--- config.mk ---
export PLATFORM = sky130hd
export DESIGN_NAME = hyper_pipe_vr
export DESIGN_NICKNAME = d
export VERILOG_FILES = /design/src/rtl/hyper_pipe_vr_pkg.sv /design/src/rtl/hyper_pipe_vr_stage.sv /design/src/rtl/hyper_pipe_vr.sv
export SDC_FILE = /design/constraint.sdc
export NUM_CORES = 1
export LEC_CHECK = 0
export CORE_MARGIN = 3
export CORE_UTILIZATION = 54
export CTS_CLUSTER_DIAMETER = 30
export DETAILED_ROUTE_END_ITERATION = 6
export GPL_ROUTABILITY_DRIVEN = 1
export GPL_TIMING_DRIVEN = 0
export PLACE_DENSITY = 0.88
export SKIP_LAST_GASP = 1
export SLEW_MARGIN = 20
export SYNTH_ARGS = -nofsm -noshare
export SYNTH_HDL_FRONTEND = slang
export SYNTH_HIERARCHICAL = 1
export SYNTH_SLANG_ARGS = --single-unit
export TNS_END_PERCENT = 10
--- constraint.sdc ---
create_clock -name clk -period 7.53 [get_ports clk]
set_clock_uncertainty 0.05 [all_clocks]
set_input_delay 1.8825 -clock clk [delete_from_list [all_inputs] [get_ports clk]]
set_output_delay 1.8825 -clock clk [all_outputs]
set_load 0.1 [all_outputs]
--- src/rtl/hyper_pipe_vr_pkg.sv ---
// Shared types and helpers for the hyper_pipe_vr valid/ready pipeline.
//   stage_state_e : occupancy state of one 2-entry skid slice
//   occ_width()   : width of the occupancy count for a given stage count
package hyper_pipe_vr_pkg;

  typedef enum logic [1:0] {
    ST_EMPTY = 2'd0,  // m and s invalid
    ST_ONE   = 2'd1,  // m valid
    ST_FULL  = 2'd2   // m and s valid
  } stage_state_e;

  // Occupancy ranges 0..2*n; a zero-stage pipe still gets a 1-bit port.
  function automatic int occ_width(input int n);
    return (n == 0) ? 1 : $clog2(2 * n + 1);
  endfunction

endpackage

--- src/rtl/hyper_pipe_vr_stage.sv ---
// One 2-entry skid slice of the hyper-pipeline.
//   clk, rst   : clock, synchronous active-high reset
//   in_data    : upstream payload (WIDTH)
//   in_valid   : upstream beat valid
//   in_ready   : slice can accept; decoded from the state flops only
//   out_data   : downstream payload (WIDTH), always the main register
//   out_valid  : main register holds a beat
//   out_ready  : downstream accepts
// The skid register absorbs the beat that arrives in the cycle the
// downstream stall becomes visible, so in_ready never has to look at
// out_ready combinationally.
module hyper_pipe_vr_stage
  import hyper_pipe_vr_pkg::*;
#(
  parameter int WIDTH      = 64,
  parameter bit RESET_DATA = 1'b0
) (
  input  logic             clk,
  input  logic             rst,
  input  logic [WIDTH-1:0] in_data,
  input  logic             in_valid,
  output logic             in_ready,
  output logic [WIDTH-1:0] out_data,
  output logic             out_valid,
  input  logic             out_ready
);

  stage_state_e     state, state_nxt;
  logic [WIDTH-1:0] m_data_p0;
  logic [WIDTH-1:0] s_data_p0;
  logic             push, pop;
  logic             load_m, load_s, m_from_s;

  assign in_ready  = (state != ST_FULL);
  assign out_valid = (state != ST_EMPTY);
  assign out_data  = m_data_p0;

  assign push = in_valid && in_ready;
  assign pop  = out_valid && out_ready;

  always_comb begin
    state_nxt = state;
    load_m    = 1'b0;
    load_s    = 1'b0;
    m_from_s  = 1'b0;
    case (state)
      ST_EMPTY: begin
        if (push) begin
          state_nxt = ST_ONE;
          load_m    = 1'b1;
        end
      end
      ST_ONE: begin
        if (push && pop) begin
          load_m = 1'b1;
        end else if (push) begin
          state_nxt = ST_FULL;
          load_s    = 1'b1;
        end else if (pop) begin
          state_nxt = ST_EMPTY;
        end
      end
      ST_FULL: begin
        if (pop) begin
          state_nxt = ST_ONE;
          m_from_s  = 1'b1;
        end
      end
      default: state_nxt = ST_EMPTY;
    endcase
  end

  always_ff @(posedge clk) begin
    if (rst) state <= ST_EMPTY;
    else     state <= state_nxt;
  end

  // ---- stage register boundary: main / skid payload ----
  always_ff @(posedge clk) begin
    if (RESET_DATA && rst) begin
      m_data_p0 <= '0;
      s_data_p0 <= '0;
    end else begin
      if (load_m)        m_data_p0 <= in_data;
      else if (m_from_s) m_data_p0 <= s_data_p0;
      if (load_s)        s_data_p0 <= in_data;
    end
  end

endmodule

--- src/rtl/hyper_pipe_vr.sv ---
// Valid/ready hyper-pipeline: NUM_STAGES cascaded skid slices.
//   clk, rst   : clock, synchronous active-high reset
//   in_data    : upstream payload (WIDTH)
//   in_valid   : upstream beat valid
//   in_ready   : pipe can accept (registered unless NUM_STAGES = 0)
//   out_data   : downstream payload (WIDTH)
//   out_valid  : downstream beat valid
//   out_ready  : downstream accepts
//   occupancy  : beats held in the pipe, 0..2*NUM_STAGES (OCC_W bits)
// NUM_STAGES = 0 degenerates to wires and a constant zero occupancy.
module hyper_pipe_vr
  import hyper_pipe_vr_pkg::*;
#(
  parameter int WIDTH      = 64,
  parameter int NUM_STAGES = 2,
  parameter bit RESET_DATA = 1'b0,
  parameter int OCC_W      = occ_width(NUM_STAGES)
) (
  input  logic             clk,
  input  logic             rst,
  input  logic [WIDTH-1:0] in_data,
  input  logic             in_valid,
  output logic             in_ready,
  output logic [WIDTH-1:0] out_data,
  output logic             out_valid,
  input  logic             out_ready,
  output logic [OCC_W-1:0] occupancy
);

  if (NUM_STAGES == 0) begin : g_pass
    logic unused_clkrst;
    assign unused_clkrst = clk ^ rst;
    assign out_data      = in_data;
    assign out_valid     = in_valid;
    assign in_ready      = out_ready;
    assign occupancy     = '0;
  end else begin : g_pipe
    logic [WIDTH-1:0] data_p [NUM_STAGES+1];
    logic             vld_p  [NUM_STAGES+1];
    logic             rdy_p  [NUM_STAGES+1];
    logic             in_fire, out_fire;
    logic [OCC_W-1:0] occ_q;

    assign data_p[0]          = in_data;
    assign vld_p[0]           = in_valid;
    assign in_ready           = rdy_p[0];
    assign out_data           = data_p[NUM_STAGES];
    assign out_valid          = vld_p[NUM_STAGES];
    assign rdy_p[NUM_STAGES]  = out_ready;

    for (genvar i = 0; i < NUM_STAGES; i++) begin : g_stage
      // ---- slice i: data_p[i] -> data_p[i+1] ----
      hyper_pipe_vr_stage #(
        .WIDTH      (WIDTH),
        .RESET_DATA (RESET_DATA)
      ) u_stage (
        .clk       (clk),
        .rst       (rst),
        .in_data   (data_p[i]),
        .in_valid  (vld_p[i]),
        .in_ready  (rdy_p[i]),
        .out_data  (data_p[i+1]),
        .out_valid (vld_p[i+1]),
        .out_ready (rdy_p[i+1])
      );
    end

    assign in_fire  = in_valid && rdy_p[0];
    assign out_fire = vld_p[NUM_STAGES] && out_ready;

    // ---- occupancy register: net beats in minus beats out ----
    always_ff @(posedge clk) begin
      if (rst) begin
        occ_q <= '0;
      end else if (in_fire && !out_fire) begin
        occ_q <= occ_q + OCC_W'(1);
      end else if (out_fire && !in_fire) begin
        occ_q <= occ_q - OCC_W'(1);
      end
    end

    assign occupancy = occ_q;
  end

endmodule

==> results of run 1 <==
[routing by layer]
metal / global-route usage / up-vias / part of all wire
met2: 0.3377 / 173 / 0.54
met3: 0.04415 / 41 / 0.054
met1: 0.2274 / 2354 / 0.38
met5: 0 / - / 0
met4: 0.07172 / 0 / 0.027
li1: - / 2158 / -
[synth_stat cells, drive strengths merged]
| cell type | n |
|---|---|
| nand2b | 4 |
| mux2 | 128 |
| edfxtp | 256 |
| dfxtp | 7 |
| a21oi | 3 |
| and2 | 1 |
| nand2 | 7 |
| o32a | 2 |
| nor2b | 4 |
| ha | 1 |
| or2 | 2 |
| xor2 | 2 |
| inv | 1 |
| fa | 1 |
| nor2 | 2 |
| buf | 14 |
| o21ai | 3 |
| or3 | 1 |
| a211oi | 2 |
| mux2i | 1 |
[critical path, cell delays in order, from the launching register on]
cell and delay, ns:
dfxtp_1 0.51, or2_2 0.20, clkdlybuf4s50_1 1.14
[layout by cell type (no fill, tap or decap), types with 3 or more instances in the layout]
master and instances:
a21oi_1 3, buf_16 9, buf_2 4, buf_6 10
bufinv_16 4, clkbuf_16 45, clkdlybuf4s50_1 136, clkinv_4 6
clkinvlp_4 6, dfxtp_1 7, edfxtp_1 256, inv_6 12
inv_8 5, mux2_2 52, mux2_4 76, nand2_1 5
nand2b_1 4, nor2b_4 4
[sequential cells by signal, summed over array words and instances (netlist names)]
register,flops
occupancy,3
g_pipe.g_stage.u_stage/out_data,128
g_pipe.g_stage.u_stage/s_data_p0,128
g_pipe.g_stage.u_stage/state,4
[layout make-up]
cell class,instances,area share
flip-flops and latches,263,0.5818
multi-input cells,164,0.1500
repair buffers,147,0.1222
clock buffers,45,0.08371
clock inverters,37,0.03116
well taps,225,0.02093
plain buffers,14,0.009859
inverters,1,0.0002790
[worst min-delay path by stage]
stage / start / end / slack [ns]
6_report: g_pipe.g_stage[0].u_stage/out_data[40] / g_pipe.g_stage[1].u_stage/s_data_p0[40] / 0.40
5_1_grt: g_pipe.g_stage[0].u_stage/out_data[23] / g_pipe.g_stage[1].u_stage/s_data_p0[23] / 0.41
4_1_cts: g_pipe.g_stage[0].u_stage/out_data[40] / g_pipe.g_stage[1].u_stage/s_data_p0[40] / 0.40
3_5_place_dp: g_pipe.g_stage[0].u_stage/out_data[18] / g_pipe.g_stage[1].u_stage/s_data_p0[18] / 0.38
3_3_place_gp: g_pipe.g_stage[0].u_stage/out_data[18] / g_pipe.g_stage[1].u_stage/s_data_p0[18] / 0.38
2_1_floorplan: g_pipe.g_stage[0].u_stage/out_data[0] / g_pipe.g_stage[1].u_stage/s_data_p0[0] / 0.37
[cells by family (layout without fill, tap and decap cells)]
kind of cell / Yosys count / after routing / share of synthesized area
xor gates and xnor gates: 2 / 2 / 0.001762
muxes: 129 / 129 / 0.1746
DFF: 263 / 263 / 0.7871
and+or+nand+nor: 21 / 21 / 0.01296
AOI/OAI and AO/OA: 10 / 10 / 0.006541
adders and majority gates: 2 / 2 / 0.003271
buffers and inverters: 15 / 244 / 0.01371
[stage by stage]
step                TNS [ns]  setup slack (ns)
CTS                        0             3.197
finish                     0             3.229
global placement     -142.08            -2.046
global route               0             3.145
floorplan                  0            0.4506
detailed placement         0             3.326
[power by group]
| group | total, mW | internal, mW | switching (mW) |
|---|---|---|---|
| registers | 1.68 | 1.66 | 0.0219 |
| logic | 0.355 | 0.136 | 0.220 |
| clock network | 2.03 | 1.27 | 0.755 |
==> metrics.md, run 1 <==
| Metric | Value |
|---|---|
| Outcome | `completed` |
| Cell Rows | `48` |
| Post-DP Area | `between 0.01 and 0.015 mm^2` |
| H-tree depth | `2` |
| Setup CP Type | `flip-flop to output port` |
| Max Fclk | `about 230 MHz` |
| Vias in the first global route | `5234` |
| Vias per cell | `approximately 5.3` |
| Filler instances | `958` |
| CTS Hold Bufs | `0` |
| Required time of the worst setup path | `around 5.6 ns` |
| DR pass1 iterations | `4` |
| Clk sinks | `roughly 260` |
| Die area | `approximately 0.02 mm^2` |
| Final Hold Viols | `0` |
| Top Ports | `roughly 140` |
| Startpoint types | `flip-flop` |
| Seq/Total Area, Yosys | `0.7871` |
| Gr ovfl total | `0` |
| Routed WL | `around 19 mm` |
| Syn nets | `512` |
| Largest net degree at the start of global routing | `31` |
| Final period util | `0.5712` |
| Post-route minimum period | `between 4 and 5 ns` |
| Layout cells sized above 1 | `0.3621` |
| Placed Cells | `814` |
| Antenna Nets Post-Route | `0` |
| Hold Slack | `a little under 0.4 ns` |
| Yosys cell types | `24` |
| Max-slew violation total from the final report | `0` |
| Area contributors post-synth | `edfxtp_1 (77%), mux2_4 (11%), mux2_2 (5.9%)` |
| Worst Hold Class | `flip-flop to flip-flop` |
| Worst reg2reg path depth | `8` |
| Critical Path Sink | `out_valid` |
| Worst R2R End | `g_pipe.g_stage[0].u_stage/out_data[51]` |
| Fin area | `0.01345 mm^2` |
| Die height | `~140 um` |
| Net count, final | `roughly 710` |
| Yosys top cell by area | `edfxtp_1` |
| PortBufs | `~140` |
| Syn Inst Count | `roughly 440` |
| Peak VDD IR | `0.3125 mV` |
| FF+latch area | `around 0.008 mm^2` |
| Synth warn | `6` |
| Synthesis-to-layout area growth | `35.28%` |
| #FFs+latches synth | `approximately 260` |
| First-pass GRT wire length | `about 30 mm` |
| Total power | `slightly above 4 mW` |
| Clock-pin transition on the worst setup and hold timing paths | `~0.060 ns` |
| Latest clock arrival within the worst-skew pair | `about 0.52 ns` |
| Non-Filler Instances | `between 800 and 900` |
| Initial antenna violation count | `0` |
| RSZ-0062 raised after global routing | `false` |
| Initial core utilization | `0.5632` |
| CTS Buf Count | `44` |
| DRT iter0 DRCs | `215` |
| HPWL after DPL | `~12 mm` |
| # DRC | `0` |
| Hold Path Cell Cnt | `0` |
| Slew margin rel. | `0.3101` |
| Setup slack, reg-to-reg | `roughly 5 ns` |
| Average size of a mapped cell | `~22 um^2` |
| Antenna Diode Count | `0` |
| Synthesized area | `a little under 0.01 mm^2` |
| Measured slew at the worst slew-check pin | `~1.0 ns` |
| Routability Congestion | `between 0.7 and 0.8` |
| Clk root buf | `clkbuf_16` |
| Setup Viol. Count Final | `0` |
| Tot GR Track Use | `0.1906` |
| Leakage | `4.874 nW` |
| Deepest clock path buffer count | `3` |
| Final core utilization | `0.7619` |
| R2R Path Start | `g_pipe.g_stage[1].u_stage/state[0]` |
| Routed length per instance | `20.91 um` |
| Critical Path Fanout Max | `6` |
| Max Cap Viol | `0` |
| Setup crit end kind | `output port` |
| Via count | `4726` |
| Arrival time worst endpoint | `~2.4 ns` |
| Area of the multi-input gates | `about 0.002 mm^2` |
| Crit. Startpoint | `g_pipe.g_stage[1].u_stage/state[0]` |
| Post-CTS resize count | `0` |
| Top-area cell type share of the netlist area | `0.7730` |
| PwrDens | `between 300 and 400 mW/mm^2` |
| Core area | `about 0.018 mm^2` |
| TritonCTS clock tree | `yes` |
| Post-CTS setup buffers | `0` |
| Die W | `about 140 um` |
Note: power is estimated with default switching activity, not from simulation.
==> run 2, diff against run 1 <==
- CORE_UTILIZATION: 54 -> 49
- PLACE_DENSITY: 0.88 -> 0.84
- clock period: 7.53 -> 3.5 ns (I/O delays scaled with it)
==> run 2 against run 1 <==
Net effect: hold slack worse by 0.0020 ns; final area up 1.2%; via count down 1.3%; global-route usage down 2.9 points; non-clock buffer count down 2; sequential power up 120%; critical endpoint is now in_ready; largest power group unchanged; highest routed layer unchanged.
==> metrics.md, run 2 (synthesis gave the netlist of run 1 again) <==
| Metric | Value |
|---|---|
| Post-CTS setup buffers | `0 (unchanged)` |
| Worst hold start | `g_pipe.g_stage[0].u_stage/out_data[23]` |
| Post-DP Area | `0.01191 mm^2 (unchanged)` |
| Largest net degree at the start of global routing | `31 (unchanged)` |
| Routed WL | `17.64 mm (-5.8%)` |
| Commonest non-fill, non-tap cells in the layout | `edfxtp_1 (256), clkdlybuf4s50_1 (136), mux2_4 (76)` |
| DR pass1 iterations | `4 (unchanged)` |
| Synthesis-to-layout area growth | `36.93%` |
| Initial core utilization | `0.5043 (-0.05886)` |
| Deepest clock path buffer count | `3 (unchanged)` |
| CTS Buf Count | `45 (+2.3%)` |
| Slew margin rel. | `0.3075 (-0.002593)` |
| CTS Hold Bufs | `0 (unchanged)` |
| Metal3 WL | `875 um (-14%)` |
| Required time of the worst setup path | `2.57 ns (-3.03 ns)` |
| Via count | `4664 (-1.3%)` |
| Max-slew violation total from the final report | `0 (unchanged)` |
| Clk sinks | `263 (unchanged)` |
| Startpoint types | `flip-flop` |
| Initial antenna violation count | `0 (unchanged)` |
| Gr ovfl total | `0 (unchanged)` |
| Cell Rows | `51 (+6.3%)` |
| Core area | `0.01972 mm^2 (+12%)` |
| Post-CTS resize count | `0 (unchanged)` |
| Setup slack, reg-to-reg | `1.16 ns (-3.94 ns)` |
| HPWL after DPL | `11.42 mm (-3.9%)` |
| Clk root buf | `clkbuf_16` |
| Setup Viol. Count Final | `0 (unchanged)` |
| R2R Path Start | `g_pipe.g_stage[1].u_stage/state[0]` |
| Die height | `148.5 um (+4.8%)` |
| Highest routed layer | `met4` |
| Leakage | `4.930 nW (+1.2%)` |
| Antenna Diode Count | `0 (unchanged)` |
| Setup slack after layout | `0.2007 ns (-3.028 ns)` |
| Final period util | `0.9427` |
| Final Hold Viols | `0 (unchanged)` |
| Post-route minimum period | `approximately 3.3 ns` |
| Routed length per instance | `18.85 um (-9.9%)` |
| Tot GR Track Use | `0.1613 (-0.02927)` |
| Met2 WL | `9.225 mm (-9.3%)` |
| Final core utilization | `0.6906 (-0.07132)` |
| Vias in the first global route | `5075 (-3.0%)` |
| RSZ-0062 raised after global routing | `false` |
| Fin area | `0.01362 mm^2 (+1.2%)` |
| Die W | `148.5 um (+4.8%)` |
| Setup CP Type | `flip-flop to output port` |
| Routability Congestion | `0.7610 (-1.6%)` |
| Worst reg2reg path depth | `8 (unchanged)` |
| Layout cells sized above 1 | `0.3547 (-0.007452)` |
| Peak VDD IR | `0.4458 mV (+43%)` |
| Max Fclk | `303.1 MHz` |
| Setup crit end kind | `output port` |
| PwrDens | `677.6 mW/mm^2 (+120%)` |
| Top Ports | `137 (unchanged)` |
| Outcome | `completed` |
| Die area | `0.02204 mm^2 (+9.8%)` |
| Commonest non-fill, non-tap cell in the layout | `edfxtp_1` |
| Latest clock arrival within the worst-skew pair | `0.51 ns (about the same)` |
| TritonCTS clock tree | `yes` |
| Worst R2R End | `g_pipe.g_stage[0].u_stage/out_data[52]` |
| H-tree depth | `2 (unchanged)` |
| Hold Slack | `0.3947 ns (-0.001954 ns)` |
| Max Cap Viol | `0 (unchanged)` |
| Worst Hold Class | `flip-flop to flip-flop` |
| # DRC | `0 (unchanged)` |
| First-pass GRT wire length | `27.68 mm (-5.6%)` |
| Antenna Nets Post-Route | `0 (unchanged)` |
| Worst hold path endpoint | `g_pipe.g_stage[1].u_stage/s_data_p0[23]` |
| Measured slew at the worst slew-check pin | `1.035 ns (+0.003878 ns)` |
| DRT iter0 DRCs | `208 (-3.3%)` |
| Clock-pin transition on the worst setup and hold timing paths | `0.05 ns (about the same)` |
| Critical Path Fanout Max | `6 (unchanged)` |
| Wire length on met1 | `7.156 mm (+1.7%)` |
| Pre-CTS setup slack | `0.3972 ns (-2.929 ns)` |
| Vias per cell | `4.983 (-5.5%)` |
| Arrival time worst endpoint | `2.37 ns (about the same)` |
| Total power | `9.226 mW (+130%)` |
| PortBufs | `136 (unchanged)` |
| Hold Path Cell Cnt | `0 (unchanged)` |
| Net count, final | `704 (-0.14%)` |
[run 2: final cells by class]
class                           count  area, um^2
Fill cell                        1193        6101
Timing Repair Buffer              145        1594
Clock inverter                     33       518.0
Inverter                            1       3.754
Multi-Input combinational cell    164        2018
Buffer                             14       132.6
Clock buffer                       51        1191
Sequential cell                   263        7828
Tap cell                          265       331.6
[run 2: worst max-delay path, stage by stage (launching register included)]
cell,delay [ns]
dfxtp_1,0.47
nand2b_1,0.23
clkdlybuf4s50_1,1.16
[run 2: worst max-delay path by stage]
stage                                  startpoint                                       to  slack (ns)  depth (start not counted)
6_report       g_pipe.g_stage[0].u_stage/state[0]                                 in_ready        0.20                          2
3_5_place_dp                            out_ready   g_pipe.g_stage[1].u_stage/out_data[49]        0.40                          7
5_1_grt        g_pipe.g_stage[0].u_stage/state[0]                                 in_ready        0.17                          2
4_1_cts        g_pipe.g_stage[0].u_stage/state[0]                                 in_ready        0.21                          2
3_3_place_gp                             in_valid  g_pipe.g_stage[0].u_stage/s_data_p0[32]       -2.71                          3
2_1_floorplan                            in_valid   g_pipe.g_stage[0].u_stage/s_data_p0[0]       -0.93                          2
[run 2: stage by stage]
stage | cells | setup TNS [ns]
after global placement | 843 | -415.45
after CTS | 936 | 0
after global routing | 936 | 0
final | 936 | 0
after detailed placement | 852 | 0
after floorplan | 442 | -93.43
[run 2: per-layer routing]
layer  up-vias  GRT usage
li1       2162          -
met1      2339     0.1961
met2       131     0.2837
met3        32    0.03382
met4         0    0.06282
met5         -          0
[run 2: report_power, final]
part	switching, mW	internal [mW]
Clock	1.49	3.36
Combinational	0.468	0.290
Sequential	0.0448	3.57
==> variant (settings of run 1) <==
`RESET_DATA` is set to 1'b0 in 2 places; all go to 1'b1.
--- a/src/rtl/hyper_pipe_vr_stage.sv
+++ b/src/rtl/hyper_pipe_vr_stage.sv
@@ -15,3 +15,3 @@
   parameter int WIDTH      = 64,
-  parameter bit RESET_DATA = 1'b0
+  parameter bit RESET_DATA = 1'b1
 ) (
--- a/src/rtl/hyper_pipe_vr.sv
+++ b/src/rtl/hyper_pipe_vr.sv
@@ -15,3 +15,3 @@
   parameter int NUM_STAGES = 2,
-  parameter bit RESET_DATA = 1'b0,
+  parameter bit RESET_DATA = 1'b1,
   parameter int OCC_W      = occ_width(NUM_STAGES)
Function: changed (a bounded check fails within 4 cycles, from zero or initial values and one cycle with rst high).
==> variant against run 1 <==
Area after synthesis increased by 2.1%; combinational power increased by 38%; routed wire length rose by 50%; sequential cell count did not move; final area shrank 2.0%; first-iteration DRC count rose to 4.5 times the old value; die area grew 2.0%; worst setup slack improved by 0.026 ns; power shrank 5.1%; largest power group unchanged.
==> variant: results (changes against run 1) <==
Parameter                              Value

Global route
  GR Util met1 ... 36.5% (+14 points)
  Pin count of the biggest net entering global routing ... 13 (-58%)
  First-pass GRT wire length ... 45,100 µm (+54%)
  Via count of the first global-routing pass ... 8,701 (+66%)
  Overall track demand over capacity in global routing ... 27.2% (+8.1 points)
  Met3 track utilization from global routing ... 4.82% (+0.41 points)

Clock network
  CTS Buf Count ... 41 (-6.8%)

Logic synthesis
  Net Count, Synth ... 1,124 (+120%)
  Complex-gate fraction of the synthesized area ... 30.3% (+30 points)
  Top cell types by occurrence after synthesis ... 269 x sky130_fd_sc_hd__nand2_1, 263 x sky130_fd_sc_hd__dfxtp_1, 133 x sky130_fd_sc_hd__a21oi_1
  Post-synth top flop ... sky130_fd_sc_hd__dfxtp_1
  Post-Synth Adder-Cell Area ... 0.321% (-0.0066 points)
  Ranking of synthesized cells by area ... sky130_fd_sc_hd__dfxtp_1 52%, sky130_fd_sc_hd__o221a_1 10%, sky130_fd_sc_hd__nand2_1 9.9%
  Distinct cell type count after synthesis ... 32 (+33%)

Setup path
  Biggest fanout along the worst timing path ... 8 (+2)
  Arrival time at the worst endpoint ... 2.34 ns (-0.03 ns)
  FF-to-FF Start ... g_pipe.g_stage[0].u_stage/state[0]

Hold path
  Beginning of the worst hold path ... g_pipe.g_stage[0].u_stage/s_data_p0[56]
  Hold Path Depth ... 2 (+2)

Route
  Metal2 WL ... 13,200 µm (+30%)
  Drt initial violations ... 966 (+350%)
  Post-DR vias/cell ... 5.98 (+13%)
  Detailed-routing iteration count for the pre-antenna-repair pass ... 7 (+3)
  Routed met1 length ... 12,100 µm (+72%)
  Routed wl met3 ... 2080 µm (+100%)

Power and ir drop
  Peak supply drop ... 173 µV (-44%)
  Leakage power summed over all cells ... 4.69 nW (-3.7%)

Cells and area
  Post-layout nets ... 1,303 (+85%)

Placed design
  Post-DP Area ... 0.0118 mm² (-0.92%)
  Dpl hpwl ... 18,300 µm (+54%)

Timing
  Slew at the pin closest to its max-slew limit ... 1.04 ns (+0.0115 ns)

Run status
  Run status ... finished, final reports clean
[variant: cell types whose count changed after synthesis, moves of 26 or more]
cell                              run 1  this run
sky130_fd_sc_hd__nand2_1              5       269
sky130_fd_sc_hd__dfxtp_1              7       263
sky130_fd_sc_hd__edfxtp_1           256         0
sky130_fd_sc_hd__a21oi_1              3       133
sky130_fd_sc_hd__o21a_1               0       122
sky130_fd_sc_hd__o221a_1              0        92
sky130_fd_sc_hd__mux2_4              76         0
sky130_fd_sc_hd__buf_2                4        56
sky130_fd_sc_hd__mux2_2              52         0
sky130_fd_sc_hd__o221a_2              0        30
sky130_fd_sc_hd__clkbuf_1             0        26
[variant: metrics by stage]
step	util [%]	total power [W]	hold slack (ns)	setup slack, ns	cells
after floorplan	-	0.00186	0.387	4.27	1054
after global placement	64.8	0.00200	0.391	3.50	1419
after detailed placement	64.8	0.00201	0.397	3.48	1419
after CTS	72.4	0.00387	0.403	3.25	1494
after global routing	72.4	0.00396	0.418	3.18	1494
final	72.4	0.00386	0.402	3.26	1495
[variant: final timing paths]
| kind | slack, ns | endpoint |
|---|---|---|
| hold reg to reg | 0.40 | g_pipe.g_stage[0].u_stage/s_data_p0[56] |
| setup / recovery | 3.26 | in_ready |
| hold / removal | 0.40 | g_pipe.g_stage[0].u_stage/s_data_p0[56] |
| setup reg to reg | 5.35 | occupancy[2] |
[variant: power by group]
part | switching, W | internal (W)
clock network | 0.000665 | 0.00120
registers | 0.0000480 | 0.00145
logic | 0.000329 | 0.000160
[variant: area by class of cell]
cell class	instances	area share, %
Antenna cell	1	0.0190
Buffer	94	3.89
Clock buffer	50	8.49
Clock inverter	25	2.05
Inverter	3	0.0854
Multi-Input combinational cell	694	33.1
Sequential cell	263	39.9
Tap cell	229	2.17
Timing Repair Buffer	136	10.3
